--- src/rtl/kbd_pkg.sv ---
// kbd_pkg: shared constants, state type and BCD helper for the keyboard display tracker
package kbd_pkg;
  localparam logic [7:0] KBD_BREAK = 8'hF0;
  localparam logic [7:0] KBD_EXT   = 8'hE0;
  localparam int DIG_SCAN_LO  = 0;
  localparam int DIG_SCAN_HI  = 1;
  localparam int DIG_ASC_LO   = 2;
  localparam int DIG_ASC_HI   = 3;
  localparam int DIG_CNT_ONES = 4;
  localparam int DIG_CNT_TENS = 5;
  typedef enum logic [1:0] {IDLE, HELD, BREAK} kbd_state_e;
  function automatic logic [7:0] bcd_inc(input logic [7:0] v);
    return (v[3:0] == 4'd9) ? {(v[7:4] == 4'd9) ? 4'd0 : v[7:4] + 4'd1, 4'd0}
                            : {v[7:4], v[3:0] + 4'd1};
  endfunction
endpackage

--- src/rtl/kbd_scan2ascii.sv ---
// kbd_scan2ascii: set-2 scan code to lowercase letter / main-row digit ASCII, 0 otherwise
module kbd_scan2ascii import kbd_pkg::*; (
  input  logic [7:0] code,
  input  logic       ext,
  output logic [7:0] ascii
);
  // extended codes never map to printable characters
  always_comb begin
    ascii = 8'h00;
    if (!ext)
      case (code)
        8'h1C: ascii = 8'h61;
        8'h32: ascii = 8'h62;
        8'h21: ascii = 8'h63;
        8'h23: ascii = 8'h64;
        8'h24: ascii = 8'h65;
        8'h2B: ascii = 8'h66;
        8'h34: ascii = 8'h67;
        8'h33: ascii = 8'h68;
        8'h43: ascii = 8'h69;
        8'h3B: ascii = 8'h6A;
        8'h42: ascii = 8'h6B;
        8'h4B: ascii = 8'h6C;
        8'h3A: ascii = 8'h6D;
        8'h31: ascii = 8'h6E;
        8'h44: ascii = 8'h6F;
        8'h4D: ascii = 8'h70;
        8'h15: ascii = 8'h71;
        8'h2D: ascii = 8'h72;
        8'h1B: ascii = 8'h73;
        8'h2C: ascii = 8'h74;
        8'h3C: ascii = 8'h75;
        8'h2A: ascii = 8'h76;
        8'h1D: ascii = 8'h77;
        8'h22: ascii = 8'h78;
        8'h35: ascii = 8'h79;
        8'h1A: ascii = 8'h7A;
        8'h45: ascii = 8'h30;
        8'h16: ascii = 8'h31;
        8'h1E: ascii = 8'h32;
        8'h26: ascii = 8'h33;
        8'h25: ascii = 8'h34;
        8'h2E: ascii = 8'h35;
        8'h36: ascii = 8'h36;
        8'h3D: ascii = 8'h37;
        8'h3E: ascii = 8'h38;
        8'h46: ascii = 8'h39;
        default: ascii = 8'h00;
      endcase
  end
endmodule

--- src/rtl/kbd_disp_ctrl.sv ---
// kbd_disp_ctrl: tracks PS/2 make/break/extended bytes and drives six digit nibbles
module kbd_disp_ctrl import kbd_pkg::*; #(
  parameter int TO_W = 20,
  parameter logic [TO_W-1:0] BREAK_TIMEOUT = 20'd500000
) (
  input  logic        clk,
  input  logic        rst_n,
  input  logic        byte_valid,
  input  logic [7:0]  byte_in,
  output logic [23:0] dig_nib,
  output logic [5:0]  dig_blank,
  output logic        key_held,
  output logic [7:0]  press_cnt
);
  localparam logic [TO_W-1:0] TO_LAST = BREAK_TIMEOUT - 1'b1;
  kbd_state_e state, state_d, prev, prev_d;
  logic ext, ext_d, held, held_d, load;
  logic [7:0] code, code_d, cnt, cnt_d, scan, scan_d, asc, asc_d, lut;
  logic [3:0] blank, blank_d;
  logic [TO_W-1:0] to, to_d;
  kbd_scan2ascii u_lut (.code(byte_in), .ext(ext), .ascii(lut));
  // register all tracker state; prev remembers where BREAK was entered from
  always_ff @(posedge clk or negedge rst_n)
    if (!rst_n) begin
      state <= IDLE;
      prev  <= IDLE;
      ext   <= 1'b0;
      held  <= 1'b0;
      code  <= 8'h00;
      cnt   <= 8'h00;
      scan  <= 8'h00;
      asc   <= 8'h00;
      blank <= 4'hF;
      to    <= '0;
    end else begin
      state <= state_d;
      prev  <= prev_d;
      ext   <= ext_d;
      held  <= held_d;
      code  <= code_d;
      cnt   <= cnt_d;
      scan  <= scan_d;
      asc   <= asc_d;
      blank <= blank_d;
      to    <= to_d;
    end
  // byte decode, break timeout and press loading
  always_comb begin
    state_d = state;
    prev_d  = prev;
    ext_d   = ext;
    held_d  = held;
    code_d  = code;
    cnt_d   = cnt;
    scan_d  = scan;
    asc_d   = asc;
    blank_d = blank;
    to_d    = (state == BREAK) ? to + 1'b1 : '0;
    load    = 1'b0;
    if (byte_valid) begin
      to_d = '0;
      if (byte_in == KBD_EXT)
        ext_d = 1'b1;
      else if (byte_in == KBD_BREAK) begin
        prev_d  = (state == BREAK) ? prev : state;
        state_d = BREAK;
      end else begin
        ext_d = 1'b0;
        case (state)
          IDLE: load = 1'b1;
          HELD: load = byte_in != code;
          default:
            if (byte_in == code && held) begin
              state_d = IDLE;
              held_d  = 1'b0;
              blank_d = 4'hF;
            end else
              state_d = prev;
        endcase
      end
    end else if (state == BREAK && to == TO_LAST) begin
      state_d = prev;
      to_d    = '0;
    end
    if (load) begin
      state_d = HELD;
      held_d  = 1'b1;
      code_d  = byte_in;
      cnt_d   = bcd_inc(cnt);
      scan_d  = byte_in;
      asc_d   = lut;
      blank_d = 4'h0;
    end
  end
  // pack digit nibbles; count digits are never blanked
  always_comb begin
    dig_nib = '0;
    dig_nib[DIG_SCAN_LO*4 +: 8]  = scan;
    dig_nib[DIG_ASC_LO*4 +: 8]   = asc;
    dig_nib[DIG_CNT_ONES*4 +: 8] = cnt;
    dig_blank = '0;
    dig_blank[DIG_ASC_HI:DIG_SCAN_LO] = blank;
  end
  assign key_held  = held;
  assign press_cnt = cnt;
endmodule

--- config.mk ---
export PLATFORM = sky130hd
export DESIGN_NAME = kbd_disp_ctrl
export DESIGN_NICKNAME = d
export VERILOG_FILES = /design/src/rtl/kbd_pkg.sv /design/src/rtl/kbd_scan2ascii.sv /design/src/rtl/kbd_disp_ctrl.sv
export SDC_FILE = /design/constraint.sdc
export NUM_CORES = 1
export LEC_CHECK = 0
export BUFFER_PORTS_ARGS = -buffer_cell sky130_fd_sc_hd__buf_4
export CORE_ASPECT_RATIO = 0.8
export CORE_UTILIZATION = 30
export CTS_CLUSTER_SIZE = 12
export DETAILED_ROUTE_END_ITERATION = 12
export GPL_ROUTABILITY_DRIVEN = 1
export GPL_TIMING_DRIVEN = 0
export SETUP_SLACK_MARGIN = 0.15
export SLEW_MARGIN = 20
export SYNTH_ARGS = -nofsm -noshare
export SYNTH_HDL_FRONTEND = slang
export SYNTH_HIERARCHICAL = 1
export SYNTH_SLANG_ARGS = --single-unit
--- constraint.sdc ---
create_clock -name clk -period 4.2 [get_ports clk]
set_input_delay 0.21 -clock clk [delete_from_list [all_inputs] [get_ports clk]]
set_output_delay 0.21 -clock clk [all_outputs]
set_load 0.05 [all_outputs]
### Word level (Yosys, flattened, before mapping)

Memories as Yosys holds them, arrays and structs flattened.
Index checks and enable logic that the tools add are counted.

* $add $sub $neg: 3
* multiply operators: 0
* div/mod/pow operators: 0
* order comparisons: 0
* equal/unequal tests: 15
* shift-type cells: 0
* multiplexer cells: 32
* bitwise gates (word level): 2
* reductions and logical operators: 12

Operators with widths (number)
* $mux 20: 3
* $mux 4: 8
* $add 20x1->20 const B: 1
* $eq 20x19->1 const B: 1
* $eq 8x8->1 const B: 2
* $mux 8: 2
* $mux 2: 7
* $mux 1: 11
* $add 4x1->4 const B: 2
* $eq 4x4->1 const B: 2
* $eq 8x8->1: 1
* $ne 8x8->1: 1
* $ne 2x2->1 const B: 3
* $reduce_and 5->1: 1
* $ne 4x2->1 const B: 1
* $reduce_and 2->1: 2
* $reduce_and 4->1: 1
* $reduce_bool 2->1: 2
* $ne 3x3->1 const B: 1
* $reduce_and 3->1: 1
* $reduce_bool 3->1: 1
* $eq 2x1->1 const B: 1
* $eq 2x2->1 const B: 1
* $logic_and 1x1->1: 2
* 5 further kinds: 6

* bits in registers: 54
* latch bits: 0
* memory bits (writable): 0
* ROM bits: 896
* bits of input ports: 11
* word-level logic and storage cells: 75
* memories: 1

Memories
* (name not given): depth 128, width 7, rd ports 1, clocked after Yosys merged registers in 0, wr ports 0, RTL line kbd_scan2ascii.sv:11 `case (code)`

### Longest topological paths before layout

* word-level depth: 8
* depth in mapped cells: 8
* mapped depth without buffers: 7

### By module

Netlist, hierarchy kept.

By module, submodules not included
* kbd_disp_ctrl: times used 1, cells an instance 235, area an instance 2571.2 µm²
* kbd_scan2ascii: times used 1, cells an instance 128, area an instance 880.8 µm²

### Worst setup path after synthesis

Ideal clock, no wire load.

* kind: register -> register
* start: reg scan[7] (netlist name)
* end: reg cnt[1] (netlist: press_cnt[1])
* data arrival time: 1.876 ns
* path slack: 2.199 ns
* cell stages (with the launch flop): 7
* cell sequence: dfrtp_1 xor2_1 nor4_2 a311oi_2 buf_6 nand2_1 mux2_2

RTL lines
* to (signal assigned): RTL line kbd_disp_ctrl.sv:41 `cnt <= cnt_d;`
* to (decl): RTL line kbd_disp_ctrl.sv:18 `logic [7:0] code, code_d, cnt, cnt_d, scan, scan_d, asc, asc_d, lut;`

### Final worst setup path

* start: reg to[9]
* end: reg to[17]

* word-level cells in the longest chain between the ends: 4
* elaborated cells on any way between the ends: 6
* classes of those cells: add/sub (1); eq/ne (1); mux (3); reduce/logical (1)

Ends and longest elaborated chain
* from (decl): RTL line kbd_disp_ctrl.sv:20 `logic [TO_W-1:0] to, to_d;`
* from (signal assigned): RTL line kbd_disp_ctrl.sv:45 `to <= to_d;`
* $add 20x1->20 / $eq 20x19->1 (equally long branches): RTL line kbd_disp_ctrl.sv:58, kbd_disp_ctrl.sv:81
* $mux 20 / $logic_and 1x1->1 (equally long branches): RTL line kbd_disp_ctrl.sv:58, kbd_disp_ctrl.sv:81
* $mux 20 (*): RTL line kbd_disp_ctrl.sv:81 `end else if (state == BREAK && to == TO_LAST) begin`
* $mux 20 (*): RTL line kbd_disp_ctrl.sv:60 `if (byte_valid) begin`
* via to_d[17]: RTL line kbd_disp_ctrl.sv:20

The timed path passes the listed nets; every way through them passes the cells marked *.
A chain may end at the register's enable or synchronous reset.

==> impl_metrics.tcl <==
set metrics [dict create \
    io_pins 50 \
    period_needed_ns 2.02 \
    place.gp.congestion 0.867 \
    min_to "scan[6]" \
    hp-class "primary input to flip-flop" \
    cts-root-buf "clkbuf_16" \
    cap_violations 0 \
    cts_tree "built" \
    crit_fanout 7 \
    row_count 34 \
    die_area_um2 11900 \
    clk_latency_ns 0.29 \
    outcome "complete, no violations" \
    clock-sinks 51 \
    reg2regPathDepth 6 \
    dp_hpwl_mm 5.99 \
    drtPass1Iterations 4 \
    fmax_ghz 0.494 \
    crit_required_ns 4.36 \
    vias 2830 \
    p_per_area_nw_per_um2 423 \
    finalSetupViolCount 0 \
    min_delay_path_depth 2 \
    final_core_util 0.377 \
    final_common_cell "buf_4" \
    wire_per_inst_um 14.6 \
    core-area_um2 11000 \
    ant_nets 0 \
    setup_tns_ns 0 \
    clkSlewWorstSetupHoldPaths_ns 0.07 \
    netlist_instances 363 \
    path_class "flip-flop to flip-flop" \
    synth_area_per_cell_um2 9.51 \
    syn_to_final_growth_pct 20.3 \
    yosys_warnings 6 \
    hold_viol 0 \
    die_h_um 97.9 \
    drive_above_1_share 0.279 \
    post-route-period-util 0.482 \
    drt_iter0_drc 217 \
    startpoint_type "flip-flop" \
    diodes 0 \
    rrSetupSlack_ns 2.18 \
    cp-end-kind "flip-flop" \
    drv_slew 0 \
    finClkSkew_ns 0.00810 \
    rsz0062_at_grt "false" \
    grt_pass1_wl_mm 13.9 \
    io_buffers 47 \
    critical_path_arrival_ns 2.18 \
    async_reset_ff_frac 1.00 \
    cts_max_level 2 \
    grt_use_total 0.145 \
    final_cell_mix "buf_4, dfrtp_1, nor2_1, nand2_1, mux2_2" \
    max_slew_margin 0.334 \
    antenna_found_initial 0 \
    ys_ff_latch 51 \
    cts_buffers 5 \
    syn-cell-area_um2 3450 \
    ir_worst_vdd_mv 0.212 \
    post-cts-setup-buffer-count 0 \
    p_total_mw 1.76 \
    nets 438 \
    drc 0 \
    synth_seq_area_share 0.370 \
    ys.flop_type "dfrtp_1" \
    wirelength_mm 8.22 \
    grt_overflow 0 \
    grt_pass1_vias 2699 \
    die_w_um 122 \
    leakage_nw 1.81 \
    worst_slew_pin_slew_ns 0.985 \
    initial_utilization 0.313 \
    synth.distinct_cells 67 \
    clk_path_buf_depth 2 \
    grt_max_degree 52 \
    hold_start "byte_in[6]" \
    regToRegEndpoint "to[17]" \
    synth-edff-count 0 \
    num-fill-cells 1105 \
    avgViaCountPerCell 5.02 \
    r2r_start "to[9]" \
]
-- critical path: stages, from the launching register on --
cell      delay [ns]
dfrtp_1         0.32
clkbuf_2        0.18
nand4_1         0.11
nor4b_1         0.85
nand3_1         0.19
xor2_1          0.18
nor2_1          0.06
-- final cells by class --
cell class,count,area (um^2),area share
multi-input cells,269,1900,0.458
flip-flops and latches,51,1280,0.308
repair buffers,48,363,0.0873
plain buffers,32,230,0.0554
well taps,144,180,0.0434
clock buffers,6,139,0.0334
inverters,12,45.0,0.0108
clock inverters,2,16.3,0.00392
-- cell usage after synthesis (5+ instances only) --
library cell / number / area [um^2]
a211oi_1: 5 / 37.5
a21oi_1: 10 / 50.1
and3_1: 8 / 50.1
buf_2: 6 / 30.0
buf_4: 15 / 113
buf_6: 6 / 67.6
dfrtp_1: 50 / 1250
ha_1: 8 / 100
inv_1: 11 / 41.3
mux2_2: 19 / 214
mux2i_1: 8 / 80.1
nand2_1: 23 / 86.3
nand2b_1: 9 / 56.3
nand3_1: 18 / 90.1
nand4_1: 5 / 31.3
nor2_1: 34 / 128
nor2b_1: 12 / 75.1
o21ai_0: 8 / 40.0
xnor2_1: 12 / 105
xor2_1: 17 / 149
-- cell families (layout without fill, tap and decap cells) --
logic type               count (synthesis)  after routing  share of synthesized area
AND/OR/NAND/NOR                        138            138                      0.216
AO/OA/AOI/OAI                           63             63                      0.141
flip-flops                              51             51                      0.370
buffers and inverters                   44            100                     0.0797
XOR/XNOR                                29             29                     0.0736
multiplexers                            28             28                     0.0884
adder cells (fa/ha/maj)                  8              8                     0.0290
other                                    2              3                    0.00218
-- per-layer routing --
| metal | wire [um] | share of wire | vias to the layer above | GRT usage |
|---|---|---|---|---|
| li1 | - | - | 1384 | - |
| met1 | 4210 | 0.51 | 1353 | 0.219 |
| met2 | 3550 | 0.43 | 85 | 0.214 |
| met3 | 367 | 0.045 | 8 | 0.0193 |
| met4 | 96 | 0.012 | 0 | 0.0361 |
| met5 | 0 | 0 | - | 0 |
-- state kept, by name, indices dropped and copies added, names as in the netlist --
signal and flops:
press_cnt 8, key_held 1, ext 1, to 20
state 2, asc 8, prev 2, blank 1
scan 8
-- power by group --
part	total, mW	internal (mW)	switching (mW)
Combinational	0.726	0.263	0.463
Sequential	0.609	0.544	0.0653
Clock	0.422	0.238	0.183
-- worst max-delay path by stage --
| stage | endpoint | cells past startpoint | from | slack, ns |
|---|---|---|---|---|
| 6_report | to[17] | 6 | to[9] | 2.18 |
| 3_3_place_gp | asc[4] | 9 | byte_in[1] | 2.01 |
| 2_1_floorplan | press_cnt[1] | 6 | scan[7] | 2.20 |
| 4_1_cts | to[13] | 7 | to[0] | 2.18 |
| 5_1_grt | to[16] | 7 | to[0] | 1.89 |
| 3_5_place_dp | asc[4] | 9 | byte_in[1] | 2.00 |
-- what timing repair did --
action	4_1_cts	5_1_grt
hold buffers	1	0
gates resized for setup	0	0
endpoints found under the hold margin	50	0
-- through the flow --
step	instance area (um^2)	hold slack, ns	instances	worst slack [ns]
2_1_floorplan	3460	-0.0856	364	2.20
3_3_place_gp	3990	0.288	555	2.01
3_5_place_dp	3990	0.291	555	2.00
4_1_cts	4150	0.210	564	2.18
5_1_grt	4150	0.210	564	1.89
6_report	4150	0.210	564	2.18
Note: power is estimated with default switching activity, not from simulation.
